### src/rtl/frame_reader.sv
// Frame readout engine: streams a row-major frame out of a pixel buffer through a
// 2-entry output buffer with valid/ready handshake and line/frame markers.
module frame_reader #(
    parameter int unsigned DATA_W  = 8,
    parameter int unsigned H_PIX   = 16,
    parameter int unsigned V_LINES = 16,
    parameter int unsigned ADDR_W  = 8
) (
    input  logic              clk,
    input  logic              erst,
    input  logic              start,
    input  logic              frame_ready,
    input  logic              pause,
    output logic              mem_rd,
    output logic [ADDR_W-1:0] mem_addr,
    input  logic [DATA_W-1:0] mem_data,
    output logic [DATA_W-1:0] pix_data,
    output logic              pix_valid,
    input  logic              pix_ready,
    output logic              line_end,
    output logic              frame_end,
    output logic              busy,
    output logic              done
);

    localparam int unsigned N     = H_PIX * V_LINES;
    localparam int unsigned COL_W = (H_PIX > 1) ? $clog2(H_PIX) : 1;
    localparam int unsigned ROW_W = (V_LINES > 1) ? $clog2(V_LINES) : 1;
    localparam int unsigned CNT_W = ADDR_W + 1;

    typedef enum logic [1:0] {IDLE, READ, DONE} state_e;

    state_e             state_q, state_d;
    logic [CNT_W-1:0]   issue_q, issue_d;
    logic [COL_W-1:0]   col_q, col_d;
    logic [ROW_W-1:0]   row_q, row_d;
    logic [ADDR_W-1:0]  addr_q;
    logic               inflight_q;
    logic [DATA_W-1:0]  buf_q [2];
    logic               rd_ptr_q, wr_ptr_q;
    logic [1:0]         count_q, count_d;

    logic       buf_nonempty, pop, pop_buf, push, last_col, last_row, can_issue;
    logic [1:0] occ;

    // Returning read data is presented directly when the buffer is empty, so a pixel
    // appears in the cycle its data arrives; it is captured only if not consumed.
    always_comb begin
        buf_nonempty = (count_q != 2'd0);
        pix_valid    = buf_nonempty | inflight_q;
        pix_data     = '0;
        if (buf_nonempty) begin
            pix_data = buf_q[rd_ptr_q];
        end else if (inflight_q) begin
            pix_data = mem_data;
        end
        last_col  = (col_q == COL_W'(H_PIX - 1));
        last_row  = (row_q == ROW_W'(V_LINES - 1));
        line_end  = pix_valid & last_col;
        frame_end = line_end & last_row;
        pop       = pix_valid & pix_ready;
        pop_buf   = pop & buf_nonempty;
        push      = inflight_q & ~(pop & ~buf_nonempty);
        occ       = count_q + {1'b0, inflight_q} - {1'b0, pop};
        can_issue = (issue_q < CNT_W'(N));
        mem_rd    = (state_q == READ) & ~pause & can_issue & (occ < 2'd2);
        mem_addr  = mem_rd ? ADDR_W'(issue_q) : addr_q;
        busy      = (state_q != IDLE);
        done      = (state_q == DONE);
        count_d   = count_q + {1'b0, push} - {1'b0, pop_buf};
    end

    always_comb begin
        state_d = state_q;
        issue_d = issue_q;
        col_d   = col_q;
        row_d   = row_q;
        if (mem_rd) begin
            issue_d = issue_q + 1'b1;
        end
        if (pop) begin
            if (last_col) begin
                col_d = '0;
                row_d = last_row ? '0 : row_q + 1'b1;
            end else begin
                col_d = col_q + 1'b1;
            end
        end
        unique case (state_q)
            IDLE: begin
                if (start && frame_ready) begin
                    state_d = READ;
                    issue_d = '0;
                    col_d   = '0;
                    row_d   = '0;
                end
            end
            READ: begin
                if (pop && frame_end) begin
                    state_d = DONE;
                end
            end
            DONE:    state_d = IDLE;
            default: state_d = IDLE;
        endcase
    end

    always_ff @(posedge clk) begin
        if (erst) begin
            state_q    <= IDLE;
            issue_q    <= '0;
            col_q      <= '0;
            row_q      <= '0;
            addr_q     <= '0;
            inflight_q <= 1'b0;
            buf_q[0]   <= '0;
            buf_q[1]   <= '0;
            rd_ptr_q   <= 1'b0;
            wr_ptr_q   <= 1'b0;
            count_q    <= 2'd0;
        end else begin
            state_q    <= state_d;
            issue_q    <= issue_d;
            col_q      <= col_d;
            row_q      <= row_d;
            inflight_q <= mem_rd;
            count_q    <= count_d;
            if (mem_rd) begin
                addr_q <= mem_addr;
            end
            if (push) begin
                buf_q[wr_ptr_q] <= mem_data;
                wr_ptr_q        <= ~wr_ptr_q;
            end
            if (pop_buf) begin
                rd_ptr_q <= ~rd_ptr_q;
            end
        end
    end

endmodule

### config.mk
export PLATFORM = sky130hd
export DESIGN_NAME = frame_reader
export DESIGN_NICKNAME = d
export VERILOG_FILES = /design/src/rtl/frame_reader.sv
export SDC_FILE = /design/constraint.sdc
export NUM_CORES = 1
export LEC_CHECK = 0
export CAP_MARGIN = 10
export CORE_MARGIN = 8
export CORE_UTILIZATION = 50
export CTS_CLUSTER_SIZE = 14
export DETAILED_ROUTE_END_ITERATION = 10
export GPL_ROUTABILITY_DRIVEN = 0
export GPL_TIMING_DRIVEN = 0
export PLACE_DENSITY = 0.75
export SLEW_MARGIN = 40
export SYNTH_ARGS = -nofsm -noshare
export SYNTH_HDL_FRONTEND = slang
export SYNTH_SLANG_ARGS = --single-unit
### constraint.sdc
create_clock -name clk -period 4.8 [get_ports clk]
set_input_delay 0.96 -clock clk [delete_from_list [all_inputs] [get_ports clk]]
set_output_delay 0.96 -clock clk [all_outputs]
set_load 0.01 [all_outputs]
==> impl_metrics.env, run 1 <==
export IMPL_route_vias_total=1891
export IMPL_outcome="complete, no violations"
export IMPL_detail_route_antenna_nets=0
export IMPL_sw_frac_of_total_pct=31.8
export IMPL_timing_critical_path_buf_inv=3
export IMPL_p_sw_uw=307
export IMPL_synthesis_instances=242
export IMPL_worst_hold_path_type="flip-flop to flip-flop"
export IMPL_clock_insertion_delay_worst_skew_ps=300
export IMPL_floorplan_initialDensity_pct=50.6
export IMPL_vias_in_the_first_global_route=1848
export IMPL_remaining_drc_errors=0
export IMPL_cpMostUsedCell="sky130_fd_sc_hd__clkdlybuf4s50_1"
export IMPL_antennaDiodeCount=0
export IMPL_cts_buffer_depth=2
export IMPL_comb_power_share_pct=27.9
export IMPL_htreeDepth=2
export IMPL_io_pins=36
export IMPL_crit_path_start_kind="input port"
export IMPL_synth_top_family_by_area="simple AND/OR/NAND/NOR gates"
export IMPL_synth_flop_cell="sky130_fd_sc_hd__dfxtp_1"
export IMPL_mappedNetlistArea_sq_mm=0.00234
export IMPL_intPower_uw=660
export IMPL_drt_wirelength_per_cell_um=14.9
export IMPL_synth_cell_types=41
export IMPL_achievable_frequency_ghz=0.216
export IMPL_area_share_of_fa_ha_maj_cells_after_synthesis_pct=3.20
export IMPL_total_leakage_power_nw=1.04
export IMPL_die_x_extent_um=84.5
export IMPL_fin_skew_ps=8.88
export IMPL_report_final_hold_viol_count=0
export IMPL_dieHeight_um=84.5
export IMPL_finalSetupViolations=0
export IMPL_area_fraction_in_and_or_nand_and_nor_cells_after_synthesis_pct=24.7
export IMPL_power_sequential_fraction_pct=47.6
export IMPL_drt_iter0_markers=76
export IMPL_post_drt_via_cell_ratio=5.58
export IMPL_crit_required_ps=3840
export IMPL_crit_fanout=10
export IMPL_fp_coreArea_sq_mm=0.00463
export IMPL_layout_nets=304
export IMPL_synth_seq_area_share_pct=48.7
export IMPL_timing_worst_slew_pin_value_ps=783
export IMPL_post_route_period_util_pct=96.4
export IMPL_synth_warning_count=0
export IMPL_totalWireLength_um=5050
export IMPL_layout_drive_gt1_share_pct=9.47
export IMPL_cts_clk_slew_worst_paths_ps=90
export IMPL_design_power_uw=967
export IMPL_vdd_ir_drop_max_v=0.000174
export IMPL_portion_of_netlist_area_occupied_by_mux_cells_pct=4.70
export IMPL_worst_ep_arrival_time_ps=3670
export IMPL_placed_cells_incl_taps=331
export IMPL_wire_length_of_the_first_global_routing_pass_um=8740
export IMPL_grt_antenna_before_repair=0
export IMPL_flow_area_growth_from_synthesis_pct=22.4
export IMPL_dr_pass1_iters=4
export IMPL_timing_max_slew_rel_slack_pct=47.7
export IMPL_pin_count_of_the_biggest_net_entering_global_routing=16
export IMPL_tritoncts_num_buffers=5
export IMPL_ys_ff_latch=49
export IMPL_setup_crit_end_kind="primary output"
export IMPL_rsz0062_at_grt="false"
export IMPL_floorplan_rows=25
export IMPL_maxSlewViolCount=0
export IMPL_tritoncts_num_sinks=49
export IMPL_synthesized_area_fraction_occupied_by_ao_oa_aoi_and_oai_cells_pct=11.8
export IMPL_period_needed_ps=4630
export IMPL_tns_ps=0
export IMPL_layout_commonest_cell="sky130_fd_sc_hd__clkdlybuf4s50_1"
export IMPL_power_frac_clock_pct=24.5
export IMPL_asyncSetResetFlopFracSynth_pct=0
export IMPL_port_buffers=35
export IMPL_grt_util_all_layers_pct=14.9
export IMPL_critical_path_top_delay_family="buffers and inverters"
export IMPL_syn_avg_cell_area_sq_um=9.69
export IMPL_count_of_flip_flops_with_a_built_in_enable_after_synthesis=16
export IMPL_synth_fp_nets=262
export IMPL_die_area_sq_mm=0.00714
export IMPL_timing_critical_path_cells="clkdlybuf4s50_1 > o31a_1 > ha_1 > nor2b_2 > xnor2_2 > buf_2 > o21ai_0 > nand2_1 > clkdlybuf4s50_1"
export IMPL_slowest_stage="sky130_fd_sc_hd__clkdlybuf4s50_1"
export IMPL_synthXorXnorAreaFrac_pct=4.38
export IMPL_instances_no_fill=339
export IMPL_clock_tree_from_tritoncts="yes"
export IMPL_cts_root_buffer_cell="sky130_fd_sc_hd__clkbuf_8"
export IMPL_place_detailed_hpwl_um=3730
export IMPL_cellPowerDensity_mw_per_mm2=337
export IMPL_criticalPathCategory="input port to primary output"
export IMPL_final_cell_mix="35 x sky130_fd_sc_hd__clkdlybuf4s50_1, 33 x sky130_fd_sc_hd__dfxtp_1, 22 x sky130_fd_sc_hd__o21ai_0, 21 x sky130_fd_sc_hd__nand3_1"
export IMPL_cpPeakStageDelay_ps=590
export IMPL_post_cts_setup_bufs=0
export IMPL_grt_overflow_total=0
export IMPL_maxCapViolations=0
==> per-stage QoR <==
stage          area, sq um  util [%]  hold WS (ps)  worst slack, ps
3_3_place_gp          2760      59.7           479             69.3
6_report              2870      62.0           507              174
3_5_place_dp          2760      59.7           490             10.8
4_1_cts               2860      61.7           502             96.5
2_1_floorplan         2340         -           458             1460
5_1_grt               2870      62.0           539             13.9
==> worst register-to-register path, delay by kind of cell (launching register included) <==
family                   cells  cell delay [ps]
AND/OR/NAND/NOR              2              600
AO/OA/AOI/OAI                2              550
buffers and inverters        2              390
flip-flops                   1              320
adder cells (fa/ha/maj)      1              310
XOR/XNOR                     1              180
==> per-layer routing <==
layer	GRT usage (%)	wire, um	part of all wire [%]
met5	0	0	0
met1	18.4	2310	46
met4	5.18	57	1.1
met3	4.00	293	5.8
met2	24.3	2390	47
==> repair_timing <==
action | CTS | global route
hold buffers | 0 | 0
resized for setup | 1 | 2
pin swaps | 0 | 1
setup endpoints to repair | 1 | 8
==> logic make-up after synthesis <==
group	after synthesis
buffers and inverters	14
adder cells (fa/ha/maj)	6
XOR/XNOR	10
flip-flops	49
AND/OR/NAND/NOR	102
AO/OA/AOI/OAI	50
multiplexers	11
==> power groups by stage <==
stage	registers, mW	clock network, mW	logic (mW)
floorplan	0.467	0	0.169
global placement	0.470	0	0.260
detailed placement	0.470	0	0.264
CTS	0.460	0.240	0.270
global route	0.463	0.259	0.298
finish	0.460	0.237	0.270
==> registers in the layout, summed over array words and instances, names as in the netlist, named ones only <==
register / flops
rd_ptr_q: 1
count_q: 2
addr_q: 8
col_q: 4
buf_q: 16
wr_ptr_q: 1
inflight_q: 1
issue_q: 9
row_q: 4
state_q: 2
==> final timing paths <==
kind                            startpoint     endpoint  slack [ps]  cells past startpoint
worst min register to register   addr_q[0]    addr_q[0]         510                      2
worst max-delay path             pix_ready  mem_addr[1]         170                      9
worst min-delay path             addr_q[0]    addr_q[0]         510                      2
worst max register to register  inflight_q   issue_q[0]        2380                      8
==> area by class of cell <==
| cell class | instances | area (sq um) |
|---|---|---|
| sequential | 49 | 1140 |
| multi-input combinational | 179 | 1160 |
| timing repair buffer | 35 | 350 |
| clock buffer | 5 | 68.8 |
| inverter | 3 | 11.3 |
| tap | 54 | 67.6 |
| fill | 403 | 1760 |
| clock inverter | 3 | 17.5 |
| buffer | 11 | 48.8 |
==> cells in the mapped netlist, drive strengths merged, types with 2 or more instances <==
cell | n | area, sq um
xor2 | 4 | 35.0
buf | 3 | 17.5
ha | 6 | 75.1
o21ai | 23 | 115
nand4 | 3 | 18.8
and2 | 19 | 119
mux2i | 11 | 110
a21oi | 19 | 95.1
nand3 | 23 | 125
nor2b | 5 | 31.3
or4 | 2 | 15.0
nor3 | 2 | 10.0
xnor2 | 6 | 67.6
or2 | 3 | 18.8
or3 | 8 | 50.1
and3 | 2 | 12.5
nor2 | 14 | 55.1
dfxtp | 33 | 661
nand2 | 14 | 52.6
inv | 3 | 11.3
edfxtp | 16 | 480
o31ai | 3 | 22.5
clkbuf | 8 | 31.3
(Power assumes the default switching activity.)
==> run 2: changes to the inputs <==
Settings changed: CORE_MARGIN 8 to 2.
==> run 2 against run 1 <==
Effect of this change: non-clock buffer count up 1; utilization up 3.1 points; clock skew down 6.5 ps; sequential power about the same; fmax up 3.7%; die area down 26%; setup slack better by 170 ps; first-iteration DRC count up 75%; sequential cell count unchanged; final cell count down 0.29%; critical path depth unchanged.
==> impl_metrics.env, run 2 (synthesized netlist as in run 1, its figures left out) <==
export IMPL_outcome="complete, no violations"
export IMPL_maxSlewViolCount=0
export IMPL_layout_commonest_cell="sky130_fd_sc_hd__clkdlybuf4s50_1"
export IMPL_r2r_end="issue_q[0]"
export IMPL_crit_fanout=10
export IMPL_htreeDepth=2
export IMPL_design_power_mw=1.02
export IMPL_vdd_ir_drop_max_v=0.000197
export IMPL_setup_crit_end_kind="primary output"
export IMPL_timing_rr_start="inflight_q"
export IMPL_cts_buffer_depth=2
export IMPL_drt_iter0_markers=133
export IMPL_clock_insertion_delay_worst_skew_ps=300
export IMPL_wire_length_of_the_first_global_routing_pass_um=8200
export IMPL_antennaDiodeCount=0
export IMPL_cts_root_buffer_cell="sky130_fd_sc_hd__clkbuf_8"
export IMPL_rsz0062_at_grt="false"
export IMPL_fp_coreArea_sq_mm=0.00444
export IMPL_grt_antenna_before_repair=0
export IMPL_largest_register_ffs=16
export IMPL_timing_max_slew_rel_slack_pct=48.9
export IMPL_crit_path_start_kind="input port"
export IMPL_fin_skew_ps=2.40
export IMPL_layout_drive_gt1_share_pct=9.09
export IMPL_floorplan_initialDensity_pct=52.8
export IMPL_tritoncts_num_buffers=5
export IMPL_maxCapViolations=0
export IMPL_grt_overflow_total=0
export IMPL_drt_wirelength_per_cell_um=14.5
export IMPL_floorplan_rows=24
export IMPL_pin_count_of_the_biggest_net_entering_global_routing=15
export IMPL_cellPowerDensity_mw_per_mm2=354
export IMPL_layout_nets=305
export IMPL_route_vias_total=1893
export IMPL_final_cell_mix="35 x sky130_fd_sc_hd__clkdlybuf4s50_1, 33 x sky130_fd_sc_hd__dfxtp_1, 22 x sky130_fd_sc_hd__o21ai_0, 21 x sky130_fd_sc_hd__nand3_1"
export IMPL_total_leakage_power_nw=1.05
export IMPL_cts_clk_slew_worst_paths_ps=90
export IMPL_die_x_extent_um=72.5
export IMPL_worst_hold_path_type="flip-flop to flip-flop"
export IMPL_crit_required_ps=3840
export IMPL_dr_pass1_iters=4
export IMPL_worst_r2r_path_depth=8
export IMPL_achievable_frequency_ghz=0.224
export IMPL_die_area_sq_mm=0.00525
export IMPL_clock_tree_from_tritoncts="yes"
export IMPL_report_final_hold_viol_count=0
export IMPL_port_buffers=35
export IMPL_post_route_period_util_pct=92.9
export IMPL_reg2reg_setup_slack_ps=2460
export IMPL_registers_top_by_ff_count="buf_q"
export IMPL_grt_util_all_layers_pct=20.0
export IMPL_totalWireLength_um=4900
export IMPL_timing_worst_slew_pin_value_ps=764
export IMPL_tritoncts_num_sinks=49
export IMPL_min_from="issue_q[8]"
export IMPL_place_detailed_hpwl_um=3490
export IMPL_criticalPathCategory="input port to primary output"
export IMPL_hold_path_depth=2
export IMPL_top_regs="buf_q (16), issue_q (9), addr_q (8)"
export IMPL_period_needed_ps=4460
export IMPL_post_drt_via_cell_ratio=5.60
export IMPL_dieHeight_um=72.5
export IMPL_tns_ps=0
export IMPL_finalSetupViolations=0
export IMPL_remaining_drc_errors=0
export IMPL_detail_route_antenna_nets=0
export IMPL_whs_endpoint="issue_q[8]"
export IMPL_io_pins=36
export IMPL_vias_in_the_first_global_route=1810
export IMPL_filler_cell_count=382
export IMPL_worst_ep_arrival_time_ps=3500
export IMPL_flow_area_growth_from_synthesis_pct=23.4
run 2: per-stage QoR:
stage	cells	area [sq um]	util, %	worst slack [ps]	hold WS [ps]
floorplan	242	2340	-	1460	458
global placement	329	2760	62.1	77.4	479
detailed placement	329	2760	62.1	27.0	488
CTS	337	2870	64.5	29.5	502
global route	338	2890	65.1	119	533
finish	338	2890	65.1	339	503
run 2: cell type report:
type | instances | area [sq um] | area share [%]
flip-flops and latches | 49 | 1140 | 39.4
inverters | 3 | 11.3 | 0.389
multi-input cells | 179 | 1160 | 40.2
clock inverters | 2 | 33.8 | 1.17
plain buffers | 11 | 48.8 | 1.69
repair buffers | 36 | 358 | 12.4
well taps | 52 | 65.1 | 2.25
clock buffers | 6 | 72.6 | 2.51
run 2: report_power, final:
| group | leakage (nW) | internal, mW | total, mW | switching, mW |
|---|---|---|---|---|
| Clock | 0.0528 | 0.154 | 0.290 | 0.136 |
| Combinational | 0.569 | 0.116 | 0.274 | 0.157 |
| Sequential | 0.432 | 0.446 | 0.460 | 0.0146 |
| Total | 1.05 | 0.716 | 1.02 | 0.308 |
run 2: critical path: stages:
cell and delay, ps:
sky130_fd_sc_hd__clkdlybuf4s50_1 590, sky130_fd_sc_hd__o31a_1 200, sky130_fd_sc_hd__ha_1 240, sky130_fd_sc_hd__nor2b_2 220
sky130_fd_sc_hd__xnor2_2 220, sky130_fd_sc_hd__clkbuf_2 280, sky130_fd_sc_hd__o21ai_0 150, sky130_fd_sc_hd__nand2_1 100
sky130_fd_sc_hd__clkdlybuf4s50_1 530
run 2: what timing repair did:
item,4_1_cts,5_1_grt
setup endpoints to repair,0,8
gates resized for setup,0,2
setup buffers,0,1
hold buffers,0,0
run 2: worst max-delay path by stage:
stage,end,slack (ps),from
floorplan,mem_addr[0],1460,pix_ready
global placement,mem_addr[0],80,pix_ready
detailed placement,mem_addr[0],30,pix_ready
CTS,mem_addr[0],30,pix_ready
global route,mem_addr[0],120,pix_ready
finish,mem_addr[4],340,pix_ready
run 2: layer usage:
metal	GRT usage, %	vias up	share of wire [%]
li1	-	950	-
met1	27.8	893	48
met2	31.3	45	47
met3	3.61	5	4.1
met4	7.82	0	1.1
met5	0	-	0
==> run 3: changes to the inputs <==
Settings changed: CAP_MARGIN 10 to default, GPL_TIMING_DRIVEN 0 to default.
==> run 3 against run 2 <==
Effect of this change: largest power group unchanged; sequential share of layout area rose by 0.75 points; utilization decreased by 1.2 points; first-iteration DRC count fell by 7.5%; global-route usage decreased by 0.72 points; worst hold slack lost 4.8 ps; highest routed layer unchanged.
==> impl_metrics.env, run 3 (synthesized netlist as in run 1, its figures left out) <==
export IMPL_report_final_hold_viol_count=0
export IMPL_filler_cell_count=384
export IMPL_hold_buffers=0
export IMPL_dieHeight_um=72.5
export IMPL_remaining_drc_errors=0
export IMPL_fin_ws_ps=300
export IMPL_drt_iter0_markers=123
export IMPL_fp_coreArea_sq_mm=0.00444
export IMPL_crit_fanout=15
export IMPL_layout_nets=296
export IMPL_power_frac_clock_pct=28.3
export IMPL_clock_insertion_delay_worst_skew_ps=300
export IMPL_placement_cell_area_sq_mm=0.00273
export IMPL_antennaDiodeCount=0
export IMPL_floorplan_initialDensity_pct=52.8
export IMPL_worst_r2r_path_depth=7
export IMPL_tritoncts_num_sinks=49
export IMPL_timing_worst_slew_pin_value_ps=831
export IMPL_fin_hold_ws_ps=498
export IMPL_finish_instance_area_sq_mm=0.00284
export IMPL_finalSetupViolations=0
export IMPL_reg2reg_setup_slack_ps=2130
export IMPL_criticalPathCategory="input port to primary output"
export IMPL_grt_overflow_total=0
export IMPL_detail_route_antenna_nets=0
export IMPL_layout_commonest_cell="sky130_fd_sc_hd__clkdlybuf4s50_1"
export IMPL_die_area_sq_mm=0.00525
export IMPL_maxCapViolations=0
export IMPL_achievable_frequency_ghz=0.222
export IMPL_timing_max_slew_rel_slack_pct=44.5
export IMPL_route_vias_total=1874
export IMPL_cts_clk_slew_worst_paths_ps=80
export IMPL_design_power_mw=1.00
export IMPL_rsz0062_at_grt="false"
export IMPL_tns_ps=0
export IMPL_floorplan_rows=24
export IMPL_whs_endpoint="issue_q[8]"
export IMPL_outcome="complete, no violations"
export IMPL_tritoncts_num_buffers=5
export IMPL_wire_length_of_the_first_global_routing_pass_um=7820
export IMPL_setup_crit_end_kind="primary output"
export IMPL_layout_drive_gt1_share_pct=7.22
export IMPL_registers_top_by_ff_count="buf_q"
export IMPL_htreeDepth=2
export IMPL_sw_frac_of_total_pct=28.9
export IMPL_maxSlewViolCount=0
export IMPL_cellPowerDensity_mw_per_mm2=353
export IMPL_dr_pass1_iters=4
export IMPL_instances_no_fill=329
export IMPL_cts_buffer_depth=2
export IMPL_worst_hold_path_type="flip-flop to flip-flop"
export IMPL_cts_repair_resized=0
export IMPL_post_route_period_util_pct=93.8
export IMPL_r2r_end="issue_q[6]"
export IMPL_place_detailed_hpwl_um=3320
export IMPL_flow_area_growth_from_synthesis_pct=21.1
export IMPL_total_leakage_power_nw=1.03
export IMPL_grt_util_all_layers_pct=19.3
export IMPL_postLayoutCoreUtil_pct=63.9
export IMPL_port_buffers=35
export IMPL_clock_tree_from_tritoncts="yes"
export IMPL_comb_power_share_pct=24.9
export IMPL_intPower_uw=712
export IMPL_top_regs="buf_q (16), issue_q (9), addr_q (8)"
export IMPL_placed_cells_incl_taps=321
export IMPL_worst_ep_arrival_time_ps=3540
export IMPL_fin_skew_ps=8.05
export IMPL_period_needed_ps=4500
export IMPL_totalWireLength_um=4640
export IMPL_grt_antenna_before_repair=0
export IMPL_vdd_ir_drop_max_v=0.000192
export IMPL_die_x_extent_um=72.5
export IMPL_timing_rr_start="inflight_q"
export IMPL_hold_path_depth=2
export IMPL_drt_wirelength_per_cell_um=14.1
export IMPL_power_sequential_fraction_pct=46.9
export IMPL_post_drt_via_cell_ratio=5.70
export IMPL_largest_register_ffs=16
export IMPL_worst_slack_after_detailed_placement_ps=310
export IMPL_crit_path_start_kind="input port"
export IMPL_crit_required_ps=3840
export IMPL_cts_root_buffer_cell="sky130_fd_sc_hd__clkbuf_8"
export IMPL_min_from="issue_q[8]"
export IMPL_io_pins=36
export IMPL_pin_count_of_the_biggest_net_entering_global_routing=23
export IMPL_vias_in_the_first_global_route=1700
export IMPL_p_sw_uw=289
export IMPL_final_cell_mix="35 x sky130_fd_sc_hd__clkdlybuf4s50_1, 33 x sky130_fd_sc_hd__dfxtp_1, 22 x sky130_fd_sc_hd__o21ai_0, 21 x sky130_fd_sc_hd__nand3_1"
export IMPL_post_cts_setup_bufs=0
==> run 3: changes by cell type in the layout (fill, tap and decap cells not counted) <==
| cell | previous run | this run |
|---|---|---|
| sky130_fd_sc_hd__buf_2 | 2 | 0 |
| sky130_fd_sc_hd__buf_4 | 2 | 3 |
| sky130_fd_sc_hd__nor3b_1 | 0 | 1 |
| sky130_fd_sc_hd__nor3b_2 | 1 | 0 |
| sky130_fd_sc_hd__clkbuf_1 | 8 | 1 |
| sky130_fd_sc_hd__nor3_2 | 1 | 0 |
| sky130_fd_sc_hd__nor2b_1 | 4 | 5 |
| sky130_fd_sc_hd__clkbuf_2 | 1 | 0 |
| sky130_fd_sc_hd__xor2_2 | 1 | 0 |
| sky130_fd_sc_hd__xor2_1 | 3 | 4 |
| sky130_fd_sc_hd__nor2b_2 | 1 | 0 |
| sky130_fd_sc_hd__nor3_1 | 1 | 2 |
==> run 3: how the worst max path moves through the flow <==
| stage | slack (ps) | startpoint | to |
|---|---|---|---|
| finish | 300 | pix_ready | mem_addr[7] |
| global route | 70 | pix_ready | mem_addr[0] |
| CTS | 310 | pix_ready | mem_addr[7] |
| detailed placement | 310 | pix_ready | mem_addr[7] |
| global placement | 350 | pix_ready | mem_addr[7] |
| floorplan | 1460 | pix_ready | mem_addr[0] |
==> run 3: power groups by stage <==
stage	Sequential (mW)	Combinational (mW)	Clock, mW
6_report	0.470	0.249	0.283
5_1_grt	0.474	0.273	0.313
4_1_cts	0.470	0.249	0.291
3_5_place_dp	0.480	0.248	0
3_3_place_gp	0.479	0.246	0
2_1_floorplan	0.467	0.169	0
==> run 3: layout make-up <==
cell class / count / area (sq um) / share of cell area, %
clock buffers: 6 / 72.6 / 2.56
clock inverters: 2 / 33.8 / 1.19
inverters: 3 / 11.3 / 0.396
multi-input cells: 179 / 1140 / 40.3
flip-flops and latches: 49 / 1140 / 40.2
well taps: 52 / 65.1 / 2.29
repair buffers: 38 / 373 / 13.1
==> run 3: per-layer routing <==
| metal | part of all wire, % | GRT usage, % |
|---|---|---|
| met1 | 47 | 25.4 |
| met2 | 47 | 31.6 |
| met3 | 4.4 | 3.47 |
| met4 | 1.4 | 7.82 |
| met5 | 0 | 0 |
==> run 3: worst max-delay path, cell delays in order <==
cell and delay [ps]:
sky130_fd_sc_hd__clkdlybuf4s50_1 560, sky130_fd_sc_hd__o31a_1 290, sky130_fd_sc_hd__ha_1 230, sky130_fd_sc_hd__xnor2_2 110, sky130_fd_sc_hd__xnor2_2 510, sky130_fd_sc_hd__o21ai_0 230, sky130_fd_sc_hd__nand2_1 100, sky130_fd_sc_hd__clkdlybuf4s50_1 540
